### src/rtl/riscv_pkg.sv
// Shared register-file constants and the writeback entry type used across the
// writeback path.
package riscv_pkg;

    localparam int DATA_WIDTH     = 32;
    localparam int REG_ADDR_WIDTH = 5;

    localparam logic [REG_ADDR_WIDTH-1:0] REG_ZERO = 5'd0;

    typedef struct packed {
        logic [REG_ADDR_WIDTH-1:0] rd;
        logic [DATA_WIDTH-1:0]     data;
    } wb_entry_t;

endpackage

### src/rtl/writeback_load_fifo.sv
// Small synchronous FIFO buffering load results until they win the register
// write port. DEPTH must be a power of two so the pointers wrap naturally.
module writeback_load_fifo #(
    parameter int WIDTH = 37,
    parameter int DEPTH = 2
) (
    input  logic             clk,
    input  logic             reset,
    input  logic             push,
    input  logic [WIDTH-1:0] push_data,
    input  logic             pop,
    output logic             full,
    output logic             empty,
    output logic [WIDTH-1:0] head
);

    localparam int PTR_W = (DEPTH > 1) ? $clog2(DEPTH) : 1;
    localparam int CNT_W = $clog2(DEPTH + 1);

    logic [WIDTH-1:0] mem [DEPTH];
    logic [PTR_W-1:0] rd_ptr;
    logic [PTR_W-1:0] wr_ptr;
    logic [CNT_W-1:0] count;
    logic             do_push;
    logic             do_pop;

    assign full    = (count == CNT_W'(DEPTH));
    assign empty   = (count == '0);
    assign head    = mem[rd_ptr];
    assign do_push = push && !full;
    assign do_pop  = pop && !empty;

    always_ff @(posedge clk) begin
        if (do_push) begin
            mem[wr_ptr] <= push_data;
        end
    end

    always_ff @(posedge clk) begin
        if (reset) begin
            rd_ptr <= '0;
            wr_ptr <= '0;
            count  <= '0;
        end else begin
            if (do_push) begin
                wr_ptr <= wr_ptr + PTR_W'(1);
            end
            if (do_pop) begin
                rd_ptr <= rd_ptr + PTR_W'(1);
            end
            case ({do_push, do_pop})
                2'b10:   count <= count + CNT_W'(1);
                2'b01:   count <= count - CNT_W'(1);
                default: count <= count;
            endcase
        end
    end

endmodule

### src/rtl/register_writeback.sv
// Register-file writeback controller: arbitrates ALU and buffered load results
// onto the single write port and tracks pending destinations in a busy scoreboard.
module register_writeback #(
    parameter int DATA_WIDTH      = riscv_pkg::DATA_WIDTH,
    parameter int ADDR_WIDTH      = riscv_pkg::REG_ADDR_WIDTH,
    parameter int LOAD_FIFO_DEPTH = 2
) (
    input  logic                  clk,
    input  logic                  reset,
    input  logic                  aluValid,
    input  logic [ADDR_WIDTH-1:0] aluRd,
    input  logic [DATA_WIDTH-1:0] aluData,
    output logic                  aluReady,
    input  logic                  loadValid,
    input  logic [ADDR_WIDTH-1:0] loadRd,
    input  logic [DATA_WIDTH-1:0] loadData,
    output logic                  loadReady,
    input  logic                  issueValid,
    input  logic [ADDR_WIDTH-1:0] issueRd,
    input  logic [ADDR_WIDTH-1:0] queryRs1,
    input  logic [ADDR_WIDTH-1:0] queryRs2,
    output logic                  busyRs1,
    output logic                  busyRs2,
    output logic                  rWrite,
    output logic [ADDR_WIDTH-1:0] rsWrite,
    output logic [DATA_WIDTH-1:0] dataWrite
);

    import riscv_pkg::*;

    localparam int NREGS   = 1 << ADDR_WIDTH;
    localparam int ENTRY_W = ADDR_WIDTH + DATA_WIDTH;
    localparam logic [ADDR_WIDTH-1:0] RD_ZERO = ADDR_WIDTH'(REG_ZERO);

    logic                  fifo_full;
    logic                  fifo_empty;
    logic                  fifo_push;
    logic                  fifo_pop;
    logic [ENTRY_W-1:0]    fifo_head;

    logic                  win_valid;
    logic [ADDR_WIDTH-1:0] win_rd;
    logic [DATA_WIDTH-1:0] win_data;
    logic                  win_writes;

    logic [NREGS-1:0]      busy;
    logic [NREGS-1:0]      busy_next;

    assign loadReady = !reset && !fifo_full;
    assign aluReady  = !reset && !fifo_full;
    assign fifo_push = loadValid && loadReady;

    writeback_load_fifo #(
        .WIDTH (ENTRY_W),
        .DEPTH (LOAD_FIFO_DEPTH)
    ) u_load_fifo (
        .clk       (clk),
        .reset     (reset),
        .push      (fifo_push),
        .push_data ({loadRd, loadData}),
        .pop       (fifo_pop),
        .full      (fifo_full),
        .empty     (fifo_empty),
        .head      (fifo_head)
    );

    // A full FIFO preempts the ALU for one cycle so loads can never be starved.
    always_comb begin
        fifo_pop  = 1'b0;
        win_valid = 1'b0;
        win_rd    = '0;
        win_data  = '0;
        if (!reset) begin
            if (fifo_full) begin
                fifo_pop  = 1'b1;
                win_valid = 1'b1;
                win_rd    = fifo_head[ENTRY_W-1:DATA_WIDTH];
                win_data  = fifo_head[DATA_WIDTH-1:0];
            end else if (aluValid) begin
                win_valid = 1'b1;
                win_rd    = aluRd;
                win_data  = aluData;
            end else if (!fifo_empty) begin
                fifo_pop  = 1'b1;
                win_valid = 1'b1;
                win_rd    = fifo_head[ENTRY_W-1:DATA_WIDTH];
                win_data  = fifo_head[DATA_WIDTH-1:0];
            end
        end
    end

    assign win_writes = win_valid && (win_rd != RD_ZERO);

    // Set is applied after clear so a re-issue to the committing register stays busy.
    always_comb begin
        busy_next = busy;
        if (win_writes) begin
            busy_next[win_rd] = 1'b0;
        end
        if (issueValid && (issueRd != RD_ZERO)) begin
            busy_next[issueRd] = 1'b1;
        end
        busy_next[0] = 1'b0;
    end

    always_ff @(posedge clk) begin
        if (reset) begin
            rWrite    <= 1'b0;
            rsWrite   <= '0;
            dataWrite <= '0;
            busy      <= '0;
        end else begin
            rWrite <= win_writes;
            if (win_valid) begin
                rsWrite   <= win_rd;
                dataWrite <= win_data;
            end
            busy <= busy_next;
        end
    end

    assign busyRs1 = busy[queryRs1];
    assign busyRs2 = busy[queryRs2];

endmodule

### config.mk
export PLATFORM = sky130hd
export DESIGN_NAME = register_writeback
export DESIGN_NICKNAME = d
export VERILOG_FILES = /design/src/rtl/riscv_pkg.sv /design/src/rtl/writeback_load_fifo.sv /design/src/rtl/register_writeback.sv
export SDC_FILE = /design/constraint.sdc
export NUM_CORES = 1
export LEC_CHECK = 0
export BUFFER_PORTS_ARGS = -buffer_cell sky130_fd_sc_hd__buf_4
export CAP_MARGIN = 20
export CELL_PAD_IN_SITES_DETAIL_PLACEMENT = 1
export CELL_PAD_IN_SITES_GLOBAL_PLACEMENT = 1
export CORE_ASPECT_RATIO = 0.9
export CORE_UTILIZATION = 30
export CTS_CLUSTER_DIAMETER = 80
export CTS_CLUSTER_SIZE = 14
export DETAILED_ROUTE_END_ITERATION = 8
export PLACE_DENSITY = 0.61
export SETUP_SLACK_MARGIN = 0.05
export SYNTH_ARGS = -nofsm -noshare
export SYNTH_HDL_FRONTEND = slang
export SYNTH_HIERARCHICAL = 1
export SYNTH_SLANG_ARGS = --single-unit
### constraint.sdc
create_clock -name clk -period 4.6 [get_ports clk]
set_clock_uncertainty 0.15 [all_clocks]
set_input_delay 0.69 -clock clk [delete_from_list [all_inputs] [get_ports clk]]
set_output_delay 0.69 -clock clk [all_outputs]
set_load 0.01 [all_outputs]
# After elaboration in Yosys (flattened, before gate mapping)

Memories as Yosys holds them, arrays and structs flattened. A register that Yosys moved wholly into a read port is not among the register bits.
Cells that the tools add are included.
W data, S select, Z words.

Multiplexer cells: 29
Reductions and logical operators: 15
Bitwise gates (word level): 3
Order comparisons: 6
Add/subtract/negate cells: 4
Equal/unequal tests: 3

Operator list:

| operator              | number |
|---|---|
| $mux W32              | 5 |
| $and A32 B32 Y32      | 1 |
| $not A32 Y32          | 1 |
| $or A32 B32 Y32       | 1 |
| $lt A5 B6 Y1 const B  | 4 |
| $mux W5               | 4 |
| $mux W1               | 15 |
| $bmux W1 S5           | 2 |
| $demux W1 S5          | 2 |
| $ge A5 B1 Y1 const B  | 2 |
| $reduce_bool A5 Y1    | 2 |
| $logic_and A1 B1 Y1   | 8 |
| $eq A2 B2 Y1 const B  | 2 |
| $pmux W2 S2           | 1 |
| $logic_not A1 Y1      | 3 |
| $add A1 B1 Y1 const B | 2 |
| $add A2 B1 Y2 const B | 1 |
| $eq A2 B1 Y1 const B  | 1 |
| $logic_not A2 Y1      | 1 |
| $reduce_bool A2 Y1    | 1 |
| $sub A2 B1 Y2 const B | 1 |

Output and inout bits: 42
Input bits: 94
Register bits: 74
Memories kept: 1
Memory bits (writable): 74
Logic and storage cells: 69

Memories:

| memory          | depth | bits a word | rd ports | clocked after Yosys merged registers in | wr ports | RTL line                  | text |
|---|---|---|---|---|---|---|---|
| u_load_fifo.mem | 2     | 37          | 1        | 1                                       | 1        | writeback_load_fifo.sv:20 | `logic [WIDTH-1:0] mem [DEPTH];` |

# Logic depth before layout (Yosys ltp)

Word-level depth: 14
Mapped depth: 10
Depth with buffers taken out: 9

# By module

Netlist, hierarchy kept.

Modules (own cells, without submodules):

| module              | seq. area each (sq um) | area an instance (sq um) | instances | cells each |
|---|---|---|---|---|
| register_writeback  | 1381.3                 | 3709.8                   | 1         | 416 |
| writeback_load_fifo | 2322.2                 | 2882.8                   | 1         | 141 |

# Worst setup path before layout

No wires, ideal clock.

Path kind: input to register
Start point: input reset
End point: memory u_load_fifo.mem[0][0], enable pin
Arrival time: 2594 ps
Path buffers: 2
Stages on the path: 7
Library setup time: 392 ps
Data required time: 4058 ps
Slack: 1465 ps
Path through: buf_2 -> buf_2 -> nor2_1 -> and2_1 -> inv_1 -> or3_1 -> inv_1

Cells in the longest elaborated chain, start to end: 6

Ends and longest elaborated chain:

| what                          | RTL line                  | text |
|---|---|---|
| start, declared               | register_writeback.sv:9   | `input logic reset,` |
| $logic_not A1 Y1              | n/a                       |  |
| $logic_and A1 B1 Y1           | n/a                       |  |
| via aluReady                  | register_writeback.sv:13  | `output logic aluReady,` |
| $logic_and A1 B1 Y1           | register_writeback.sv:51  | `assign fifo_push = loadValid && loadReady;` |
| via fifo_push                 | register_writeback.sv:37  | `logic fifo_push;` |
| $logic_and A1 B1 Y1           | writeback_load_fifo.sv:30 | `assign do_push = push && !full;` |
| $mux W1                       | writeback_load_fifo.sv:34 | `if (do_push) begin` |
| $mux W1 (not written as such) | writeback_load_fifo.sv:35 | `mem[wr_ptr] <= push_data;` |
| end, declared                 | writeback_load_fifo.sv:20 |  |

The timed path passes the listed nets, and every way through them passes these cells.

# Worst setup path after layout

Start point: input queryRs1[1]
End point: output busyRs1

Cells in the longest elaborated chain, start to end: 2

Ends and longest elaborated chain:

| what                          | RTL line                  | text |
|---|---|---|
| start, declared               | register_writeback.sv:20  | `input logic [ADDR_WIDTH-1:0] queryRs1,` |
| $bmux W1 S5                   | register_writeback.sv:122 | `assign busyRs1 = busy[queryRs1];` |
| $mux W1 (not written as such) | register_writeback.sv:122 |  |
| end, declared                 | register_writeback.sv:22  | `output logic busyRs1,` |

No other way between the ends. The select of a mux whose other input is x is not followed.

==> results.cfg <==
[cts]
clock_sinks = 148
hold_buffers = 0
cts_buffer_depth = 2
htree_levels = 4
numCtsBuffers = 17
cts_resized = 0
clk_latency_ns = 0.42
cts-root-buf = clkbuf_16
cts_tree = yes
clkTransAtPathRegs_ns = 0.06
post_cts_buffers = 0

[yosys]
synth_fa_ha_area_share_pct = 0.190
synth_compound_area_share_pct = 14.9
syn_inst = 557
ys_types = 54
synth-async-reset-ratio_pct = 0
synth_area_leaders = edfxtp_1, dfxtp_1, o21ai_0, mux2_2, a22oi_1
synthSimpleGateAreaFrac_pct = 11.6
synth-seq-area-share_pct = 56.2
yosysTopAreaCellShare_pct = 33.7
ys_warn_count = 6
ys_ff_latch = 148
synth_edf_count = 74
synth_top_flop_cell = edfxtp_1
synth.cell_area_sq_um = 6590
synth-xor-area-share_pct = 0.399
synth.mux.area_fraction_pct = 13.2
synth_fp_nets = 652
synth_top_family_by_area = compound AO/OA/AOI/OAI gates
yosys.area.top_type = edfxtp_1
ys_top_cells_by_count = dfxtp_1, edfxtp_1, o21ai_0
synth_area_per_cell_sq_um = 11.8

[sta]
min_period_ns = 3.04
fin_setup_tns_ns = 0
drv_slew = 0
slew_headroom_pct = 31.5
worst_pin_slew_ns = 1.03
setup_viol_count_final = 0
fin_crit_sh_pct = 66.0
fmax_mhz = 329
rsz0062_at_grt = false
final-hold-violation-count = 0

[global_routing]
grt_util_met2_pct = 28.7
grt_usage_pct = 17.6
grt_pass1_vias = 5186
grt_pass1_wl_um = 29200
antenna_found_initial = 0
grt_util_met1_pct = 23.3
top_usage_layer = met2
grtUsageMet3_pct = 3.37
grt_max_degree = 38
grt_remaining_overflow = 0

[setup_path]
arrival_ns = 2.20
crit_chain = buf_4 > mux4_2 > a22oi_1 > o211ai_1 > mux2_2 > buf_4
crit_type = input pin to output pin
cp.required_ns = 3.76
worst_setup_path_end_kind = output pin
rrSetupSlack_ns = 1.88
cp_common_cell = buf_4
start_kind = input pin
crit_fanout = 10
slowest_stage = mux4_2
cp.buffers_inverters = 2
critPathMaxStageDelay_ns = 0.53
critPathTopFamily = multiplexers

[drt]
vias_per_cell = 5.14
drc = 0
wl_per_cell_um = 19.5
vias = 5059
finalWirelength_um = 19300
ant_nets = 0
drt_iter0_drc = 340
drt_pass1_iterations = 5

[cells_and_area]
antenna_cells = 0
final_nets = 776
layout-drive-gt1-share_pct = 33.0
area_growth_pct = 28.1
design_area_sq_um = 8450
fin_util_pct = 39.2

[floorplanning]
start_util_pct = 30.6
die-area_sq_um = 22600
rows = 51
pin_count = 136
core_area_sq_um = 21600
die-width_um = 158
die_h_um = 143

[outcome]
status = finished, final reports clean

[place]
io_buffers = 135
gp_congestion = 0.803
place_hpwl_um = 13700
dpl_cell_area_sq_um = 7830

[pwr]
ir_worst_vdd_uv = 231
power.leakage_nw = 3.11
power.density_nw_per_um2 = 395

[hold_path]
hold_class = input pin to flop

[job]
maxCapViolations = 0
[cells in the final DEF, fill, tap and decap left out, types with 7 or more instances in the layout]
cell	count
mux2_2	22
inv_1	9
nor2_1	47
buf_4	139
clkbuf_16	18
nand3b_1	7
mux2_1	16
dfxtp_1	73
nand2_1	38
mux2i_1	10
edfxtp_1	74
nor3_1	26
a22oi_1	30
o32ai_1	7
nor4_1	7
a21oi_1	31
o21ai_0	50
mux4_2	10
[flip-flops by register name (all words and copies together), names as in the netlist, named ones only]
signal	flops
busy	31
dataWrite	32
rWrite	1
u_load_fifo/count	2
u_load_fifo/wr_ptr	1
u_load_fifo/mem	74
rsWrite	5
u_load_fifo/rd_ptr	1
[kinds of logic after synthesis]
family,Yosys count
xor+xnor,3
buf+inv,45
simple gates,153
compound gates,144
fa+ha+maj,1
mux,63
flops,148
[worst register-to-register path, cell delays in order, from the launching register on]
cell     delay (ns)
dfxtp_2        0.71
mux2_2         0.47
a32oi_2        0.85
nor4_1         0.16
o32ai_1        0.28
[power breakdown]
part           internal (mW)  total, mW  switching, mW
clock                  0.850       1.44          0.588
sequential              1.45       1.48         0.0323
combinational          0.181      0.413          0.232
total                   2.48       3.33          0.853
[area by class of cell]
class,count,area (sq um)
clock buffers,18,450
multi-input cells,364,2680
flip-flops and latches,148,3700
clock inverters,14,166
repair buffers,139,1040
inverters,11,41.3
well taps,291,364
fillers,2402,13100
[stage by stage]
step                hold WS [ns]  std cells  setup slack (ns)  total power [mW]
floorplan                  0.302        557              1.46              1.73
global placement           0.289        953              1.65              1.91
detailed placement         0.298        953              1.56              1.93
CTS                        0.278        985              1.56              3.37
global route               0.274        985              1.50              3.47
finish                     0.298        985              1.56              3.33
[final timing paths]
check,start,to,cells after the start
worst max-delay path,queryRs1[1],busyRs1,6
worst min register to register,dataWrite[15]$_SDFFE_PP0P_,dataWrite[15]$_SDFFE_PP0P_,2
worst max register to register,flop,busy[1]$_SDFF_PP0_,4
worst min-delay path,loadData[25],u_load_fifo/mem[1][25]$_DFFE_PP_,1
[routing by layer]
layer	share of wire, %	routed length [um]
met4	1.5	297
met5	0	0
met1	46	8910
met3	4.4	850
met2	48	9200
(Power assumes the default switching activity.)
